===== src/rtl/srff_pkg.sv =====
// srff_pkg: shared FSM state type, default sizes and SR excitation function for the SR driver.
package srff_pkg;

    localparam int WIDTH_DEF = 4;
    localparam int ERR_W_DEF = 8;

    typedef enum logic [1:0] {
        IDLE,
        DRIVE,
        CHECK
    } state_e;

    // Returns {s, r}; the don't-care entries resolve to 0 so S=R=1 is unreachable.
    function automatic logic [1:0] sr_excite(input logic cur_bit, input logic tgt_bit);
        return {~cur_bit & tgt_bit, cur_bit & ~tgt_bit};
    endfunction

endpackage


===== src/rtl/sr_exc_lane.sv =====
// sr_exc_lane: combinational S/R excitation for one flip-flop lane.
module sr_exc_lane
    import srff_pkg::*;
(
    input  logic cur_i,
    input  logic tgt_i,
    output logic s_o,
    output logic r_o
);

    assign {s_o, r_o} = sr_excite(cur_i, tgt_i);

endmodule


===== src/rtl/srff_exc_driver.sv =====
// srff_exc_driver: drives S/R excitation toward a target word and reads back the bank's Q.
// Build option: define SRFF_DRV_CHECK_EN to compare q_fb and enable err/err_cnt.
module srff_exc_driver
    import srff_pkg::*;
#(
    parameter int WIDTH = WIDTH_DEF,
    parameter int ERR_W = ERR_W_DEF
) (
    input  logic             clk_i,
    input  logic             rst_i,
    input  logic             tgt_valid_i,
    output logic             tgt_ready_o,
    input  logic [WIDTH-1:0] tgt_i,
    output logic [WIDTH-1:0] s_o,
    output logic [WIDTH-1:0] r_o,
    input  logic [WIDTH-1:0] q_fb_i,
    output logic             done_o,
    output logic             err_o,
    output logic [ERR_W-1:0] err_cnt_o
);

    state_e           state_q;
    logic             ready_q;
    logic             done_q;
    logic [WIDTH-1:0] s_q;
    logic [WIDTH-1:0] r_q;
    logic [WIDTH-1:0] cur_q;
    logic [WIDTH-1:0] tgt_q;
    logic [WIDTH-1:0] s_d;
    logic [WIDTH-1:0] r_d;
    logic             accept;

    assign accept = tgt_valid_i & ready_q;

    for (genvar g = 0; g < WIDTH; g++) begin : lane_g
        sr_exc_lane u_lane (
            .cur_i (cur_q[g]),
            .tgt_i (tgt_i[g]),
            .s_o   (s_d[g]),
            .r_o   (r_d[g])
        );
    end

`ifdef SRFF_DRV_CHECK_EN
    logic             err_q;
    logic [ERR_W-1:0] err_cnt_q;
    logic             mismatch;

    assign mismatch = (q_fb_i != tgt_q);

    always_ff @(posedge clk_i) begin
        if (!rst_i) begin
            err_q     <= 1'b0;
            err_cnt_q <= '0;
        end else begin
            err_q <= (state_q == CHECK) && mismatch;
            if (state_q == CHECK && mismatch && err_cnt_q != {ERR_W{1'b1}})
                err_cnt_q <= err_cnt_q + ERR_W'(1);
        end
    end

    assign err_o     = err_q;
    assign err_cnt_o = err_cnt_q;
`else
    logic unused_q_fb;
    assign unused_q_fb = ^q_fb_i;
    assign err_o       = 1'b0;
    assign err_cnt_o   = '0;
`endif

    // Ready is registered so it stays low for the whole reset and the first cycle after it.
    always_ff @(posedge clk_i) begin
        if (!rst_i) begin
            state_q <= IDLE;
            ready_q <= 1'b0;
            done_q  <= 1'b0;
            s_q     <= '0;
            r_q     <= '0;
            cur_q   <= '0;
            tgt_q   <= '0;
        end else begin
            done_q <= 1'b0;
            case (state_q)
                IDLE: begin
                    ready_q <= ~accept;
                    if (accept) begin
                        tgt_q   <= tgt_i;
                        s_q     <= s_d;
                        r_q     <= r_d;
                        state_q <= DRIVE;
                    end
                end
                DRIVE: begin
                    s_q     <= '0;
                    r_q     <= '0;
                    cur_q   <= tgt_q;
                    state_q <= CHECK;
                end
                CHECK: begin
                    done_q  <= 1'b1;
                    ready_q <= 1'b1;
                    state_q <= IDLE;
                end
                default: state_q <= IDLE;
            endcase
        end
    end

    assign tgt_ready_o = ready_q;
    assign done_o      = done_q;
    assign s_o         = s_q;
    assign r_o         = r_q;

endmodule


===== config.mk =====
export PLATFORM = sky130hd
export DESIGN_NAME = srff_exc_driver
export DESIGN_NICKNAME = d
export VERILOG_FILES = /design/src/rtl/srff_pkg.sv /design/src/rtl/sr_exc_lane.sv /design/src/rtl/srff_exc_driver.sv
export SDC_FILE = /design/constraint.sdc
export NUM_CORES = 1
export LEC_CHECK = 0
export CAP_MARGIN = 20
export CORE_AREA = 2 2 47 49
export CTS_BUF_LIST = sky130_fd_sc_hd__clkbuf_4
export CTS_CLUSTER_DIAMETER = 200
export CTS_CLUSTER_SIZE = 30
export DETAILED_ROUTE_END_ITERATION = 10
export DIE_AREA = 0 0 49 51
export PLACE_DENSITY = 0.82
export SLEW_MARGIN = 0
export SYNTH_ARGS = -nofsm -noshare
export SYNTH_HDL_FRONTEND = slang
export SYNTH_SLANG_ARGS = --single-unit

===== constraint.sdc =====
create_clock -name clk_i -period 1.5 [get_ports clk_i]
set_input_delay 0.15 -clock clk_i [delete_from_list [all_inputs] [get_ports clk_i]]
set_output_delay 0.15 -clock clk_i [all_outputs]
set_load 0.01 [all_outputs]

======== Yosys cells after proc, flatten, opt, wreduce, memory -nomap -nowiden ========
Index checks and enable logic that the tools add are counted.
operators by class
  reductions and logical operators ........ 5
  bitwise logic cells ..................... 18
  equality and inequality tests ........... 3
  multiplexer cells ....................... 8
operators by type and width
  cell                                                 number
  case mux 4 bit (2 select lines)                      2
  bitwise AND 1 bit                                    9
  inverter 1 bit                                       9
  two-way mux 4 bit                                    2
  case mux 2 bit (2 select lines)                      1
  AND reduction 2 bit                                  2
  nonzero test 2 bit                                   2
  equality test 2 x 1 -> 1 bit, second input constant  1
  equality test 2 bit, second input constant           1
  zero test 2 bit                                      1
  two-way mux 2 bit                                    1
  inequality test 2 bit, second input constant         1
  case mux 1 bit (2 select lines)                      1
  two-way mux 1 bit                                    1
word-level totals
  register bits ........................... 20
  output and inout bits ................... 19
  logic and storage cells ................. 41
  input port bits ......................... 11

======== Depth between registers and ports, before layout ========
  depth after elaboration ................. 4
  gate-level depth with buffers ........... 4
  mapped depth without buffers ............ 3

======== Modules after synthesis ========
A second synthesis with hierarchy kept.
unflattened totals
  cell total of the unflattened synthesis .. 71
  area, all modules ....................... 825.8 um2
by module, submodules not included
  module           area each (um2)  instances  cells an instance  seq. area each (um2)
  srff_exc_driver  765.7            1          63                 400.4
  sr_exc_lane      15.0             4          2                  0.0

======== Worst setup path after synthesis ========
Ideal clock, no wire load.
  path type ............................... register -> register
  start ................................... register ready_q (netlist: tgt_ready_o)
  end ..................................... register r_q[1] (netlist: r_o[1])
  data arrival time ....................... 0.995 ns
  setup time .............................. 0.070 ns
  path slack .............................. 0.435 ns
  clock period less this slack ............ 1.065 ns
  cell stages (with the launch flop) ...... 5
  data required time ...................... 1.430 ns
  buffers on the path ..................... 1
  path through ............................ dfxtp_1 -> and4bb_2 -> buf_6 -> nand3b_1 -> a21oi_1
between the ends
  word-level cells in the longest chain between the ends .. 3
ends and longest elaborated chain
  what                                    RTL line               text
  start, declared                         srff_exc_driver.sv:23  logic ready_q;
  start signal, assigned                  srff_exc_driver.sv:85  ready_q <= ~accept;
  bitwise AND 1 bit                       srff_exc_driver.sv:33  assign accept = tgt_valid_i & ready_q;
  inequality test 2 bit (no source line)  n/a
  AND reduction 2 bit (no source line)    n/a
  end signal, assigned                    srff_exc_driver.sv:89  r_q <= r_d;
  end, declared                           srff_exc_driver.sv:26  logic [WIDTH-1:0] r_q;
Every way passes these cells.
A chain may end at the register's enable or synchronous reset.

======== Final worst setup path ========
  start ................................... register ready_q (netlist: tgt_ready_o)
  end ..................................... output tgt_ready_o
RTL lines
  what           RTL line               text
  end, declared  srff_exc_driver.sv:12  output logic tgt_ready_o,
No word-level cell between the ends.

==> qor.csv <==
stage;metric;value;unit
status;status;complete, no violations;
yosys;number of synthesized register bits;20;
finish;sequential cell area;400;sq um
die;die width;49;microns
power;Power Density;912;nW/um^2
critical_path;cell family with most CP delay;buffers and inverters;
finish;most common cell after layout, fill and taps aside;nand2_1;
global_route;initial antenna violation count;0;
die;Die Area;2500;sq um
critical_path;CP required;1.35;ns
clock_tree;CTS buffer count;3;
clock_tree;Root Driver;clkbuf_4;
power;total leakage power;0.359;nW
critical_path;Crit-path slowest cell;clkdlybuf4s50_1;
clock_tree;clock buffer depth;2;
die;Die Ht;51;microns
global_route;GR Overflow Total;0;
sta;worst hold margin;0.444;ns
finish;area of the multi-input gates;368;sq um
finish;post-route cell area;1010;sq um
finish;fill count;221;
finish;Layout area overhead;20.8;%
place;Placed Instances;134;
yosys;Synth warnings;0;
flow_run;max cap viols;0;
detailed_routing;initial drt markers;6;
place;DP Wirelength;1050;microns
yosys;Yosys cell types;21;
power;total power;0.000920;W
die;Starting Density;0.404;
clock_tree;Clock transition at path regs;0.11;ns
detailed_routing;Vias/cell;4.61;
sta;Peak Freq;0.724;GHz
detailed_routing;routed len/inst;11.0;microns
critical_path;crit path capture type;output pin;
finish;most frequent cells in the layout;nand2_1 (21), dfxtp_1 (20), clkdlybuf4s50_1 (16), conb_1 (9);
global_route;met2 capacity usage during global routing;0.249;
yosys;Syn Inst Count;93;
global_route;GR peak layer;met2;
place;Final Wtd Congestion;0.670;
global_route;largest net degree at the start of global routing;15;
power;Peak VDD IR;448;uV
place;placed inst area;982;sq um
finish;nets;122;
sta;Setup TNS;0;ns
sta;unrepaired setup endpoints after global routing;false;
critical_path;worst reg2reg path depth;3;
critical_path;worst path arrival time;1.23;ns
global_route;Global Route met3 Usage;0.0292;
sta;final worst path period share;0.921;
finish;final cell count without fillers;138;
detailed_routing;Antenna Nets Post-Route;0;
critical_path;r2r startpoint;state_q[1];
critical_path;crit path kind;reg -> out;
critical_path;critical path startpoint category;flip-flop;
global_route;M1 GR Usage;0.152;
sta;final hold vios;0;
sta;final setup fails;0;
critical_path;R2R setup slack;0.31;ns
detailed_routing;drt pass-1 iters;4;
critical_path;CP endpoint;tgt_ready_o;
detailed_routing;vias;636;
clock_tree;TritonCTS clock tree;built;
yosys;Syn Area/Cell;8.97;sq um
finish;Ant. Diodes;0;
clock_tree;cts hold-fix bufs;0;
clock_tree;PostCTS Resize Cnt;0;
yosys;Seq/Total Area, Yosys;0.480;
critical_path;CP max FO;4;
global_route;total track usage;0.138;
critical_path;CP max stage delay;0.55;ns
detailed_routing;Post-route DRC;0;
critical_path;WP buf/inv;1;
sta;Slew Viols, Final;0;
critical_path;critical path, cell by cell;clkdlybuf4s50_1;
detailed_routing;total wire length;1510;microns
die;Core ar.;2060;sq um
critical_path;Critical path origin;tgt_ready_o;
clock_tree;Worst-Skew Late Latency;0.30;ns
global_route;first-pass GRT wire length;2600;microns
die;floorplan row count;17;
sta;worst clock skew;0.00319;ns
clock_tree;post-CTS setup buffer count;0;
yosys;Cell Area, Synth;835;sq um
clock_tree;clock sink count;20;
sta;Final Critical Period;1.38;ns
critical_path;FF-to-FF End;r_o[0];
critical_path;CP Depth;1;
die;io pins;30;
place;PortBufs;16;
worst_hold_path;hold crit path type;in -> reg;
clock_tree;CTS H-tree depth;1;
global_route;vias in the first global route;587;
finish;fraction of layout cells with a size suffix above 1;0.0545;
[area by class of cell]
cell class / instances / area share
tap: 28 / 0.0347
inverter: 1 / 0.00372
clock buffer: 3 / 0.0223
multi-input combinational: 67 / 0.365
clock inverter: 1 / 0.00372
sequential: 20 / 0.397
timing repair buffer: 18 / 0.174
[sequential cells by signal, indices dropped and copies added, names as in the netlist]
| register | flops |
|---|---|
| done_o | 1 |
| state_q | 2 |
| cur_q | 4 |
| s_o | 4 |
| tgt_ready_o | 1 |
| tgt_q | 4 |
| r_o | 4 |
[per-stage QoR]
stage | setup WS [ns] | utilization
floorplan | 0.435 | -
global route | 0.0459 | 0.489
CTS | 0.111 | 0.489
global placement | 0.120 | 0.476
finish | 0.119 | 0.489
detailed placement | 0.0926 | 0.476
[routing by layer]
layer | vias up | share of wire
li1 | 324 | -
met1 | 291 | 0.45
met2 | 17 | 0.50
met3 | 4 | 0.040
met4 | 0 | 0.016
met5 | - | 0
[where the power goes]
| group | total [W] | switching (W) | internal (W) |
|---|---|---|---|
| clock | 0.000257 | 0.000160 | 0.0000970 |
| sequential | 0.000556 | 0.00000951 | 0.000547 |
| combinational | 0.000106 | 0.0000559 | 0.0000504 |
| total | 0.000920 | 0.000225 | 0.000694 |
[kinds of logic after synthesis]
group | Yosys count | share of synthesized area
AO/OA/AOI/OAI | 17 | 0.138
buffers and inverters | 14 | 0.115
flip-flops | 20 | 0.480
other | 1 | 0.00449
AND/OR/NAND/NOR | 41 | 0.262
[how the worst min path moves through the flow]
stage	slack, ns	cells after the start	endpoint	startpoint
after CTS	0.44	3	tgt_q[1]	tgt_i[1]
after global placement	0.44	2	r_o[3]	r_o[3]
after detailed placement	0.44	2	r_o[1]	r_o[1]
final	0.44	3	tgt_q[1]	tgt_i[1]
after global routing	0.47	2	r_o[0]	r_o[0]
after floorplan	0.28	2	tgt_q[0]	tgt_i[0]
[cells in the mapped netlist]
library cell	count	area, sq um
a21boi_1	4	30.0
buf_6	1	11.3
buf_2	2	10.0
a21oi_1	4	20.0
dfxtp_1	20	400
nand3_1	4	20.0
nand4bb_1	1	11.3
nand2_1	21	78.8
and4bb_2	1	12.5
inv_1	1	3.75
conb_1	1	3.75
a21boi_0	8	60.1
and2_1	2	12.5
or2b_1	1	7.51
nor2_1	1	3.75
nor2b_1	1	6.26
buf_4	9	67.6
and3_1	1	6.26
clkbuf_1	1	3.75
o21ai_0	1	5.00
nand3b_1	8	60.1
Note: power is estimated with default switching activity, not from simulation.
==> variant 1: new RTL, same flow settings <==
Encoding of `state_e`: now one-hot (3 bits for 3 states).
--- a/src/rtl/srff_pkg.sv
+++ b/src/rtl/srff_pkg.sv
@@ -4,10 +4,10 @@
     localparam int WIDTH_DEF = 4;
     localparam int ERR_W_DEF = 8;
 
-    typedef enum logic [1:0] {
-        IDLE,
-        DRIVE,
-        CHECK
+    typedef enum logic [2:0] {
+        IDLE  = 3'b001,
+        DRIVE = 3'b010,
+        CHECK = 3'b100
     } state_e;
 
     // Returns {s, r}; the don't-care entries resolve to 0 so S=R=1 is unreachable.
Function: no difference found for any inputs over 10 cycles, from zero or initial values and one cycle with rst_i low; not proved beyond that.
==> variant 1 against the unedited design <==
- maximum frequency shrank 0.33%
- non-clock buffer count grew 4
- hold slack lost 14 ps
- power grew 8.6%
- synthesized area grew 9.7%
- setup slack lost 4.5 ps
- sequential cell count grew 1
- routed wire length grew 9.3%
- register-to-register slack lost 160 ps
- first-iteration DRC count shrank 83%
- synthesized cell count grew 6.5%
- design area grew 11%
- critical endpoint unchanged
- highest routed layer unchanged
==> variant 1: results (changes against the unedited design) <==
[placement]
place.gp.congestion=0.799  ; +19%
dpl_worst_slack_ps=-4.16  ; -96.8 ps
dp_cells=142  ; +6.0%
placed_area_um2=1090  ; +11%
hpwl_um=1270  ; +20%

[drt]
drt_wl_total_um=1660  ; +9.3%
avgRoutedWirePerCell_um=11.3  ; +3.3%
dr.pass1.iters=3  ; -1
first_iter_violations=1  ; -5
vias=711  ; +12%

[power_and_ir_drop]
vdd_ir_drop_max_mv=0.556  ; +24%
p_switching_w=0.000242  ; +7.2%
power.leakage_nw=0.413  ; +15%

[final_layout]
seq_area_um2=422  ; +5.3%
buffers=22  ; +4
final-clk-cell-share=0.0268  ; +0.000701
final-nonclk-buf-share=0.183  ; +0.00913
nNetsFinal=130  ; +6.6%
finish.utilization=0.544  ; +0.0552
fillers=204  ; -7.7%
drive_above_1_share=0.119  ; +0.0641
inverters=5  ; +4
multi_input_area_um2=412  ; +12%
nClkBuffers=4  ; +1
nMultiInputCombCells=66  ; -1.5%

[synth]
synth.avg_cell_area_um2=9.25  ; +3.1%
ys_top_cells_by_count=21 x dfxtp_1, 11 x o21ai_0, 10 x a21oi_1
synth_seq_cells=21  ; +5.0%
synthAdderAreaFrac=0  ; unchanged
synth_xor_area_frac=0  ; unchanged
seq_area_frac_synth=0.459  ; -0.0207
synthMuxAreaShare=0.0874  ; +0.0874
synth_compound_area_frac=0.115  ; -0.0232
yosys-top-cells-area=dfxtp_1 46%, mux2i_1 8.7%, buf_4 7.4%, o21ai_0 6.0%, a21oi_1 5.5%

[global_routing]
grt_use_total=0.145  ; +0.00731
grt_max_degree=17  ; +2
grt_pass1_wl_um=2700  ; +4.0%
grt_pass1_vias=654  ; +11%
grt_antenna_before_repair=0  ; unchanged

[run_status]
status=complete, no violations

[sta]
slew_headroom=0.641
finalClockSkew_ps=2.34  ; -0.850 ps

[clock_network]
post_cts_resized=0  ; unchanged
path_clk_slew_ps=110  ; about the same
root_buffer=clkbuf_4
cts.path.max_buffers=2  ; unchanged

[min_path]
worstHoldPathType=in -> reg

[worst_setup_path]
cp_max_fo=5  ; +1
cp_top_family=buffers and inverters

[variant 1: worst reg2reg max path, delay by kind of cell, from the launching register on]
| family | cells | cell delay, ps |
|---|---|---|
| compound gates | 1 | 150 |
| flops | 1 | 490 |
| simple gates | 2 | 650 |
[variant 1: path summary, 6_finish.rpt]
path	start	to	slack, ps	cells after the start
worst max register to register	state_q[0]	s_o[3]	150	3
worst min-delay path	tgt_i[1]	tgt_q[1]	430	3
worst min register to register	tgt_q[2]	tgt_q[2]	470	2
worst max-delay path	tgt_ready_o	tgt_ready_o	110	1
[variant 1: metal layers]
metal,share of wire,routed length (µm),global-route usage
met3,0.032,53,0.0175
met4,0.033,54,0.119
met1,0.45,746,0.158
met2,0.48,801,0.253
met5,0,0,0
[variant 1: power by group through the flow]
stage,combinational [W],clock (W),sequential (W)
detailed placement,0.000120,0,0.000602
finish,0.000120,0.000289,0.000590
floorplan,0.0000816,0,0.000603
CTS,0.000120,0.000301,0.000590
global route,0.000131,0.000321,0.000593
global placement,0.000117,0,0.000600
==> variant 2: new RTL, config.mk and constraints unchanged <==
Without the edit above. The package constant `ERR_W_DEF` goes from 8 to 6.
--- a/src/rtl/srff_pkg.sv
+++ b/src/rtl/srff_pkg.sv
@@ -2,7 +2,7 @@
 package srff_pkg;
 
     localparam int WIDTH_DEF = 4;
-    localparam int ERR_W_DEF = 8;
+    localparam int ERR_W_DEF = 6;
 
     typedef enum logic [1:0] {
         IDLE,
Interface: changed (resized err_cnt_o); port bits go from 30 to 28. No check against the original RTL was run, so the function may have changed too.
==> variant 2 against the unedited design <==
- synthesized cell count down 2.2%
- design area is 1.1% higher
- setup slack improved by 11 ps
- power up 19%
- synthesized area decreased by 1.8%
- critical path type unchanged
- die area unchanged
- register-to-register slack got worse by 20 ps
- cell count is 2.2% lower
- routed wire length is 7.6% lower
- sequential cell count unchanged
- combinational power decreased by 4%
==> variant 2: results (changes against the unedited design) <==
[synth]
synthFlopType=dfxtp_1
synth_seq_cells=20  ; unchanged
ys_top_cells_by_count=21 x nand2_1, 20 x dfxtp_1, 8 x a21boi_0, 8 x nand3b_1, 7 x buf_4
yosys-top-cells-area=dfxtp_1 49%, nand2_1 9.6%, a21boi_0 7.3%, nand3b_1 7.3%, buf_4 6.4%
async_flop_share=0  ; unchanged
synth_cell_types=21  ; unchanged
seq_area_frac_synth=0.489  ; +0.00879
ys_warn_count=0  ; unchanged

[final_layout]
inverters=1  ; unchanged
buffers=17  ; -1
drive_above_1_share=0.0561  ; +0.00153
diodes=0  ; unchanged
final-clk-cell-share=0.0515  ; +0.0255
seq_area_um2=400  ; unchanged
nMultiInputCombCells=65  ; -3.0%
nNetsFinal=119  ; -2.5%
multi_input_area_um2=360  ; -2.0%
final-nonclk-buf-share=0.164  ; -0.00928
fillers=216  ; -2.3%

[clock_network]
post_cts_buffers=0  ; unchanged
htree_levels=1  ; unchanged
clk_latency_ps=310
cts.path.max_buffers=2  ; unchanged
path_clk_slew_ps=120
post_cts_resized=0  ; unchanged
root_buffer=clkbuf_4

[run_status]
status=complete, no violations

[power_and_ir_drop]
power.leakage_nw=0.360  ; +0.36%
p_sw_frac=0.211  ; -0.0341
vdd_ir_drop_max_mv=0.761  ; +70%
power.share.sequential=0.507  ; -0.098
clkPwrFrac=0.400  ; +0.121

[min_path]
hold_path.startpoint=tgt_i[3]
hold_end=tgt_q[3]
worstHoldPathType=in -> reg
hold_depth=3  ; unchanged

[drt]
vias=638  ; +0.31%
dr.pass1.iters=4  ; unchanged
drt_wl_total_um=1400  ; -7.6%
first_iter_violations=4  ; -2

[global_routing]
grt_antenna_before_repair=0  ; unchanged
overflow=0  ; unchanged
grt_pass1_vias=602  ; +2.6%
grt_max_degree=18  ; +3
grt_use_total=0.134  ; -0.00379
grt_pass1_wl_um=2510  ; -3.5%

[sta]
timing.fmax_ghz=0.730  ; +0.78%
finalClockSkew_ps=14.2  ; +11.1 ps

[worst_setup_path]
ff2ff_setup_slack_ps=290  ; -20 ps
rr_startpoint=state_q[0]
critPathCapture=tgt_ready_o
cp_top_family=buffers and inverters
critPathMaxStageDelay_ps=550  ; about the same
slowest_stage=clkdlybuf4s50_1
worstReg2RegEnd=s_o[0]

[placement]
io_buffers=16  ; unchanged
place.gp.congestion=0.652  ; -2.7%
dpl_worst_slack_ps=79.1  ; -13.5 ps

variant 2: changes by cell type after synthesis:
cell / before / now
buf_4: 9 / 7
variant 2: kinds of logic (layout without fill, tap and decap cells):
logic type / Yosys count / in the layout / synth area share
simple gates: 41 / 41 / 0.267
compound gates: 17 / 17 / 0.140
flops: 20 / 20 / 0.489
other cells: 1 / 7 / 0.00458
buf+inv: 12 / 22 / 0.0992
variant 2: layer usage:
layer / global-route usage / vias to the layer above / share of wire
li1: - / 321 / -
met1: 0.157 / 298 / 0.47
met2: 0.215 / 15 / 0.47
met3: 0.0292 / 4 / 0.037
met4: 0.100 / 0 / 0.021
met5: 0 / - / 0
variant 2: metrics by stage:
step                hold slack [ps]  std cells  utilization  total power, W  instance area (µm²)
floorplan                       285         97            -        0.000640                  842
global placement                440        131        0.469        0.000668                  967
global route                    451        135        0.494         0.00114                 1020
CTS                             442        135        0.494         0.00110                 1020
detailed placement              444        131        0.469        0.000671                  967
finish                          442        135        0.494         0.00110                 1020
